$ cat src/rtl/lsu_pkg.sv
// lsu_pkg: shared funct3 codes, FSM states, fault causes and access-size helpers
package lsu_pkg;
  localparam logic [2:0] F3_LB = 3'd0, F3_LH = 3'd1, F3_LW = 3'd2, F3_LBU = 3'd4, F3_LHU = 3'd5;
  localparam logic [2:0] F3_SB = 3'd0, F3_SH = 3'd1, F3_SW = 3'd2;
  typedef enum logic [1:0] {S_IDLE, S_REQ, S_DONE, S_FAULT} state_e;
  typedef enum logic [1:0] {C_NONE, C_MISALIGN, C_TIMEOUT, C_FUNCT3} cause_e;
  function automatic logic [2:0] size_from_funct3(input logic [2:0] f3);
    return f3[1:0] == 2'd0 ? 3'd1 : f3[1:0] == 2'd1 ? 3'd2 : 3'd4;
  endfunction
  function automatic logic funct3_bad(input logic store, input logic [2:0] f3);
    return store ? f3 > F3_SW : (f3[1:0] == 2'd3 || f3 > F3_LHU);
  endfunction
endpackage

$ cat src/rtl/lsu_lane_align.sv
// lsu_lane_align: maps an access onto bus byte lanes and gathers/extends read bytes
module lsu_lane_align
  import lsu_pkg::*;
#(
  parameter int BUS_BYTES = 1
) (
  input  logic [1:0]             offset_i,
  input  logic [2:0]             funct3_i,
  input  logic [1:0]             beat_i,
  input  logic [31:0]            wdata_i,
  input  logic [8*BUS_BYTES-1:0] lanes_i,
  input  logic [31:0]            raw_i,
  output logic [BUS_BYTES-1:0]   wstrb_o,
  output logic [8*BUS_BYTES-1:0] lanes_o,
  output logic [31:0]            raw_o,
  output logic [31:0]            ext_o
);
  localparam int LW = 8 * BUS_BYTES;
  localparam logic [1:0] OMASK = 2'(BUS_BYTES - 1);
  logic [2:0] size;
  logic narrow;
  logic [1:0] off;
  logic [5:0] nsh, bsh;
  logic [BUS_BYTES-1:0] smask;
  logic [31:0] rd, rmask;
  // Narrow accesses sit at the lane offset in one beat; wide ones take BUS_BYTES slices per beat
  always_comb begin
    size = size_from_funct3(funct3_i);
    narrow = size < 3'(BUS_BYTES);
    off = offset_i & OMASK;
    nsh = {1'b0, off, 3'b000};
    bsh = 6'(beat_i) * 6'(LW);
    smask = size == 3'd1 ? BUS_BYTES'(1) : BUS_BYTES'(3);
    wstrb_o = narrow ? smask << off : '1;
    lanes_o = LW'(narrow ? wdata_i << nsh : wdata_i >> bsh);
    rd = narrow ? 32'(lanes_i) >> nsh : 32'(lanes_i) << bsh;
    rmask = narrow ? '1 : 32'({LW{1'b1}}) << bsh;
    raw_o = (raw_i & ~rmask) | (rd & rmask);
    ext_o = funct3_i == F3_LB ? {{24{raw_o[7]}}, raw_o[7:0]} :
            funct3_i == F3_LH ? {{16{raw_o[15]}}, raw_o[15:0]} :
            funct3_i == F3_LBU ? {24'd0, raw_o[7:0]} :
            funct3_i == F3_LHU ? {16'd0, raw_o[15:0]} : raw_o;
  end
endmodule

$ cat src/rtl/lsu_sequencer.sv
// lsu_sequencer: splits one RV32I load/store into bus beats with req/ack, timeout and fault reporting
module lsu_sequencer
  import lsu_pkg::*;
#(
  parameter int BUS_BYTES = 1,
  parameter int TIMEOUT   = 15
) (
  input  logic                   i_clk,
  input  logic                   i_rst,
  input  logic                   i_valid,
  input  logic                   i_store,
  input  logic [2:0]             i_funct3,
  input  logic [31:0]            i_addr,
  input  logic [31:0]            i_wdata,
  output logic                   o_ready,
  output logic                   o_done,
  output logic                   o_fault,
  output logic [1:0]             o_fault_cause,
  output logic [31:0]            o_rdata,
  output logic                   o_mem_req,
  output logic                   o_mem_write,
  output logic [31:0]            o_mem_addr,
  output logic [8*BUS_BYTES-1:0] o_mem_wdata,
  output logic [BUS_BYTES-1:0]   o_mem_wstrb,
  input  logic [8*BUS_BYTES-1:0] i_mem_rdata,
  input  logic                   i_mem_ack
);
  localparam logic [15:0] TMO = 16'(TIMEOUT);
  state_e state_q, state_d;
  cause_e cause_q, cause_d;
  logic [1:0] beat_q, beat_d;
  logic [15:0] tmo_q, tmo_d;
  logic store_q, store_d;
  logic [2:0] f3_q, f3_d;
  logic [31:0] addr_q, addr_d, wdata_q, wdata_d, raw_q, raw_d, rdata_q, rdata_d;
  logic [2:0] sz_i, sz_q;
  logic bad_i, mis_i, last;
  logic [31:0] beat_addr, raw_m, ext;
  logic [BUS_BYTES-1:0] strb;
  logic [8*BUS_BYTES-1:0] lanes;

  lsu_lane_align #(.BUS_BYTES(BUS_BYTES)) u_align (
    .offset_i(addr_q[1:0]),
    .funct3_i(f3_q),
    .beat_i  (beat_q),
    .wdata_i (wdata_q),
    .lanes_i (i_mem_rdata),
    .raw_i   (raw_q),
    .wstrb_o (strb),
    .lanes_o (lanes),
    .raw_o   (raw_m),
    .ext_o   (ext)
  );

  // Decode the incoming request and locate the current beat of the latched one
  always_comb begin
    sz_i = size_from_funct3(i_funct3);
    bad_i = funct3_bad(i_store, i_funct3);
    mis_i = (i_addr[1:0] & 2'(sz_i - 3'd1)) != 2'd0;
    sz_q = size_from_funct3(f3_q);
    last = beat_q == (sz_q > 3'(BUS_BYTES) ? 2'(sz_q / 3'(BUS_BYTES) - 3'd1) : 2'd0);
    beat_addr = (addr_q & ~32'(BUS_BYTES - 1)) + (32'(beat_q) << $clog2(BUS_BYTES));
  end

  // Next state: accept/fault decision, beat stepping, timeout and load capture
  always_comb begin
    state_d = state_q;
    cause_d = cause_q;
    beat_d = beat_q;
    tmo_d = tmo_q;
    store_d = store_q;
    f3_d = f3_q;
    addr_d = addr_q;
    wdata_d = wdata_q;
    raw_d = raw_q;
    rdata_d = rdata_q;
    case (state_q)
      S_IDLE: if (i_valid) begin
        store_d = i_store;
        f3_d = i_funct3;
        addr_d = i_addr;
        wdata_d = i_wdata;
        beat_d = 2'd0;
        tmo_d = 16'd0;
        cause_d = bad_i ? C_FUNCT3 : mis_i ? C_MISALIGN : C_NONE;
        state_d = bad_i || mis_i ? S_FAULT : S_REQ;
      end
      S_REQ: if (i_mem_ack) begin
        tmo_d = 16'd0;
        raw_d = store_q ? raw_q : raw_m;
        rdata_d = last && !store_q ? ext : rdata_q;
        beat_d = last ? beat_q : beat_q + 2'd1;
        state_d = last ? S_DONE : S_REQ;
      end else if (TIMEOUT != 0 && tmo_q + 16'd1 == TMO) begin
        cause_d = C_TIMEOUT;
        state_d = S_FAULT;
      end else begin
        tmo_d = tmo_q + 16'd1;
      end
      default: state_d = S_IDLE;
    endcase
  end

  // State and datapath registers
  always_ff @(posedge i_clk) begin
    if (i_rst) begin
      state_q <= S_IDLE;
      cause_q <= C_NONE;
      beat_q <= 2'd0;
      tmo_q <= 16'd0;
      store_q <= 1'b0;
      f3_q <= 3'd0;
      addr_q <= 32'd0;
      wdata_q <= 32'd0;
      raw_q <= 32'd0;
      rdata_q <= 32'd0;
    end else begin
      state_q <= state_d;
      cause_q <= cause_d;
      beat_q <= beat_d;
      tmo_q <= tmo_d;
      store_q <= store_d;
      f3_q <= f3_d;
      addr_q <= addr_d;
      wdata_q <= wdata_d;
      raw_q <= raw_d;
      rdata_q <= rdata_d;
    end
  end

  assign o_ready = state_q == S_IDLE;
  assign o_done = state_q == S_DONE || state_q == S_FAULT;
  assign o_fault = state_q == S_FAULT;
  assign o_fault_cause = state_q == S_FAULT ? cause_q : C_NONE;
  assign o_rdata = rdata_q;
  assign o_mem_req = state_q == S_REQ;
  assign o_mem_write = o_mem_req && store_q;
  assign o_mem_addr = o_mem_req ? beat_addr : '0;
  assign o_mem_wdata = o_mem_write ? lanes : '0;
  assign o_mem_wstrb = o_mem_req ? strb : '0;
endmodule

$ cat config.mk
export PLATFORM = sky130hd
export DESIGN_NAME = lsu_sequencer
export DESIGN_NICKNAME = d
export VERILOG_FILES = /design/src/rtl/lsu_pkg.sv /design/src/rtl/lsu_lane_align.sv /design/src/rtl/lsu_sequencer.sv
export SDC_FILE = /design/constraint.sdc
export NUM_CORES = 1
export LEC_CHECK = 0
export ABC_AREA = 1
export CAP_MARGIN = 15
export CORE_UTILIZATION = 34
export DETAILED_ROUTE_END_ITERATION = 10
export PLACE_DENSITY = 0.63
export SLEW_MARGIN = 5
export SYNTH_ARGS = -nofsm -noshare
export SYNTH_HDL_FRONTEND = slang
export SYNTH_SLANG_ARGS = --single-unit
$ cat constraint.sdc
create_clock -name i_clk -period 2.75 [get_ports i_clk]
set_input_delay 0.275 -clock i_clk [delete_from_list [all_inputs] [get_ports i_clk]]
set_output_delay 0.275 -clock i_clk [all_outputs]
set_load 0.1 [all_outputs]
==> flow_metrics.tcl <==
set metrics [dict create \
    violations "design-rule violations" \
    syn_avg_cell_area_um2 6.78 \
    gp_congestion 0.935 \
    r2r_start "beat_q[0]$_SDFFE_PP0P_" \
    fin_worst_skew_ps 9.91 \
    areaGrowthSynthToFinish_pct 44.0 \
    fp.coreArea_um2 22000 \
    synth.net_count 1228 \
    synth_common_cells "nor2_1, o21ai_0, dfxtp_1, nand2_1, a21oi_1" \
    synth_flop_cell "dfxtp_1" \
    drive_gt1_frac 0.221 \
    clk_latency_ps 420 \
    cts_root_buf "clkbuf_16" \
    remaining_drc_errors 4 \
    cp_max_fo 4 \
    peakVddDrop_uv 418 \
    worstSetupStartpointType "flop" \
    cp.arrival_ps 2460 \
    status "finished with violations" \
    crit_type "flop to output pin" \
    synth_top_area_share 0.399 \
    synthArstFlopShare 0 \
    rows 54 \
    place_area_um2 10200 \
    dp_hpwl_um 17500 \
    leakagePower_nw 4.16 \
    min_from "raw_q[5]$_SDFFE_PP0P_" \
    wl_per_cell_um 15.4 \
    die_area_um2 23300 \
    synth-seq-cells 154 \
    holdPathStages 2 \
    grt_start_max_net_pins 71 \
    drt_iter0_drc 517 \
    synth_area_um2 7720 \
    yosysUniqueCellTypes 38 \
    slew_viol_final 0 \
    synth_edf_count 0 \
    rsz0062_at_grt "yes" \
    fin_crit_sh 0.994 \
    vias_per_cell 5.13 \
    setup_viol 0 \
    worstMarginPinSlew_ps 652 \
    cts_hold_buf 0 \
    dr_total_vias 8199 \
    fmaxAchievable_ghz 0.366 \
    yosysMostFrequentCell "nor2_1" \
    synth_area_leaders "dfxtp_1, nor2_1, o21ai_0, a21oi_1, nand2_1" \
    grt_util_all_layers 0.208 \
    cp-end-kind "output pin" \
    cts_sinks 154 \
    ant_nets 0 \
    die_w_um 153 \
    rrSetupSlack_ps 380 \
    hold_violations 0 \
    yosys_warnings 0 \
    rr_endpoint "o_rdata[19]$_SDFFE_PP0P_" \
    grt_overflow_total 0 \
    p_per_area_nw_per_um2 621 \
    cts_tree "done" \
    cts_inserted_buffers 17 \
    drv_cap 0 \
    min_path_type "flop to flop" \
    hold_end "raw_q[5]$_SDFFE_PP0P_" \
    chipHeight_um 153 \
    startpoint "addr_q[1]$_SDFFE_PP0P_" \
    cp.required_ps 2480 \
    grt_pass1_vias 7537 \
    wirelength_um 24700 \
    grt_pass1_wl_um 39100 \
    design_area_um2 11100 \
    dr.pass1.iters 10 \
    slew_headroom 0.561 \
    portBuffers 159 \
    antenna_found_initial 4 \
    period_needed_ps 2730 \
    yosysSeqAreaShare 0.399 \
    clock_path_buffers 2 \
    synth_top_area_cell "dfxtp_1" \
    initial_core_util 0.350 \
    clkSlewWorstSetupHoldPaths_ps 60 \
    tns_ps 0 \
    ios 160 \
    fin_nets 1390 \
    worst-r2r-cell-count 10 \
    htree_levels 4 \
    synthCells 1139 \
]
area by class of cell:
cell class | instances | area [µm²]
Fill cell | 2134 | 10900
Antenna cell | 4 | 10.0
Inverter | 93 | 349
Clock inverter | 13 | 155
Sequential cell | 154 | 3090
Timing Repair Buffer | 206 | 2260
Tap cell | 280 | 350
Multi-Input combinational cell | 829 | 4450
Clock buffer | 19 | 443
worst max-delay path, cell delays in order (launching register included):
cell	delay, ps
dfxtp_4	350
buf_4	140
fa_2	360
nand2_2	100
nor2_4	40
nand2_2	70
inv_2	50
nand2_2	70
inv_2	50
nand2_4	70
inv_2	40
nand4_1	140
inv_2	110
nand3_2	90
nand2_2	70
nor2_4	110
buf_12	180
per-stage QoR:
stage | worst slack, ps | cells | power, mW | util | hold WS (ps)
6_report | 16.2 | 1598 | 6.90 | 0.504 | 464
5_1_grt | -145 | 1597 | 7.22 | 0.504 | 488
4_1_cts | -50.2 | 1590 | 6.93 | 0.500 | 462
3_5_place_dp | 144 | 1544 | 4.52 | 0.463 | 449
3_3_place_gp | 180 | 1544 | 4.50 | 0.463 | 445
2_1_floorplan | 7.01 | 1139 | 3.93 | - | 434
cells in the final DEF, fill, tap and decap left out, drive strengths merged, types with 2 or more instances in the layout:
cell type and n:
diode 4, o21ai 162, bufinv 2, clkdlybuf4s50 79, or2 24, a31oi 22, clkinv 3, a22oi 11
nand4 18, nand3b 4, ha 8, nor4 3, nor2 231, o21a 3, dfxtp 154, inv 100
a211oi 6, buf 127, a21oi 122, nand2 153, clkbuf 19, nor3 18, nand3 36
power by group:
group	leakage (nW)	switching, mW	internal, mW
clock	0.295	1.01	1.39
sequential	1.26	0.164	2.46
combinational	2.60	1.31	0.577
state kept, by name, summed over array words and instances (netlist names):
| name | cells |
|---|---|
| addr_q | 32 |
| beat_q | 2 |
| cause_q | 2 |
| f3_q | 3 |
| o_rdata | 32 |
| raw_q | 32 |
| state_q | 2 |
| store_q | 1 |
| tmo_q | 16 |
| wdata_q | 32 |
repair_timing:
action / in CTS / in global routing
endpoints found under the setup margin: 19 / 22
gates resized for setup: 37 / 19
pin swaps: 16 / 16
setup buffers: 14 / 4
layer usage:
metal	GRT usage	vias up	part of all wire
li1	-	4127	-
met1	0.275	3797	0.46
met2	0.337	249	0.46
met3	0.0501	26	0.058
met4	0.0582	0	0.019
met5	0	-	0
how the worst max path moves through the flow:
| stage | to | slack, ps | cells after the start |
|---|---|---|---|
| finish | o_mem_addr[30] | 20 | 16 |
| global route | o_mem_addr[30] | -140 | 16 |
| CTS | o_mem_addr[24] | -50 | 14 |
| detailed placement | o_mem_addr[19] | 140 | 13 |
| global placement | o_mem_addr[19] | 180 | 13 |
| floorplan | o_mem_addr[20] | 7 | 14 |
kinds of logic (layout without fill, tap and decap cells):
| family | Yosys count | after routing | synth area share |
|---|---|---|---|
| other | 0 | 4 | 0 |
| and+or+nand+nor | 489 | 489 | 0.273 |
| AOI/OAI and AO/OA | 329 | 329 | 0.230 |
| DFF | 154 | 154 | 0.399 |
| adders and majority gates | 9 | 9 | 0.0156 |
| xor gates and xnor gates | 2 | 2 | 0.00227 |
| buffers and inverters | 156 | 331 | 0.0801 |
No activity file was read; power rests on OpenSTA's default activity.
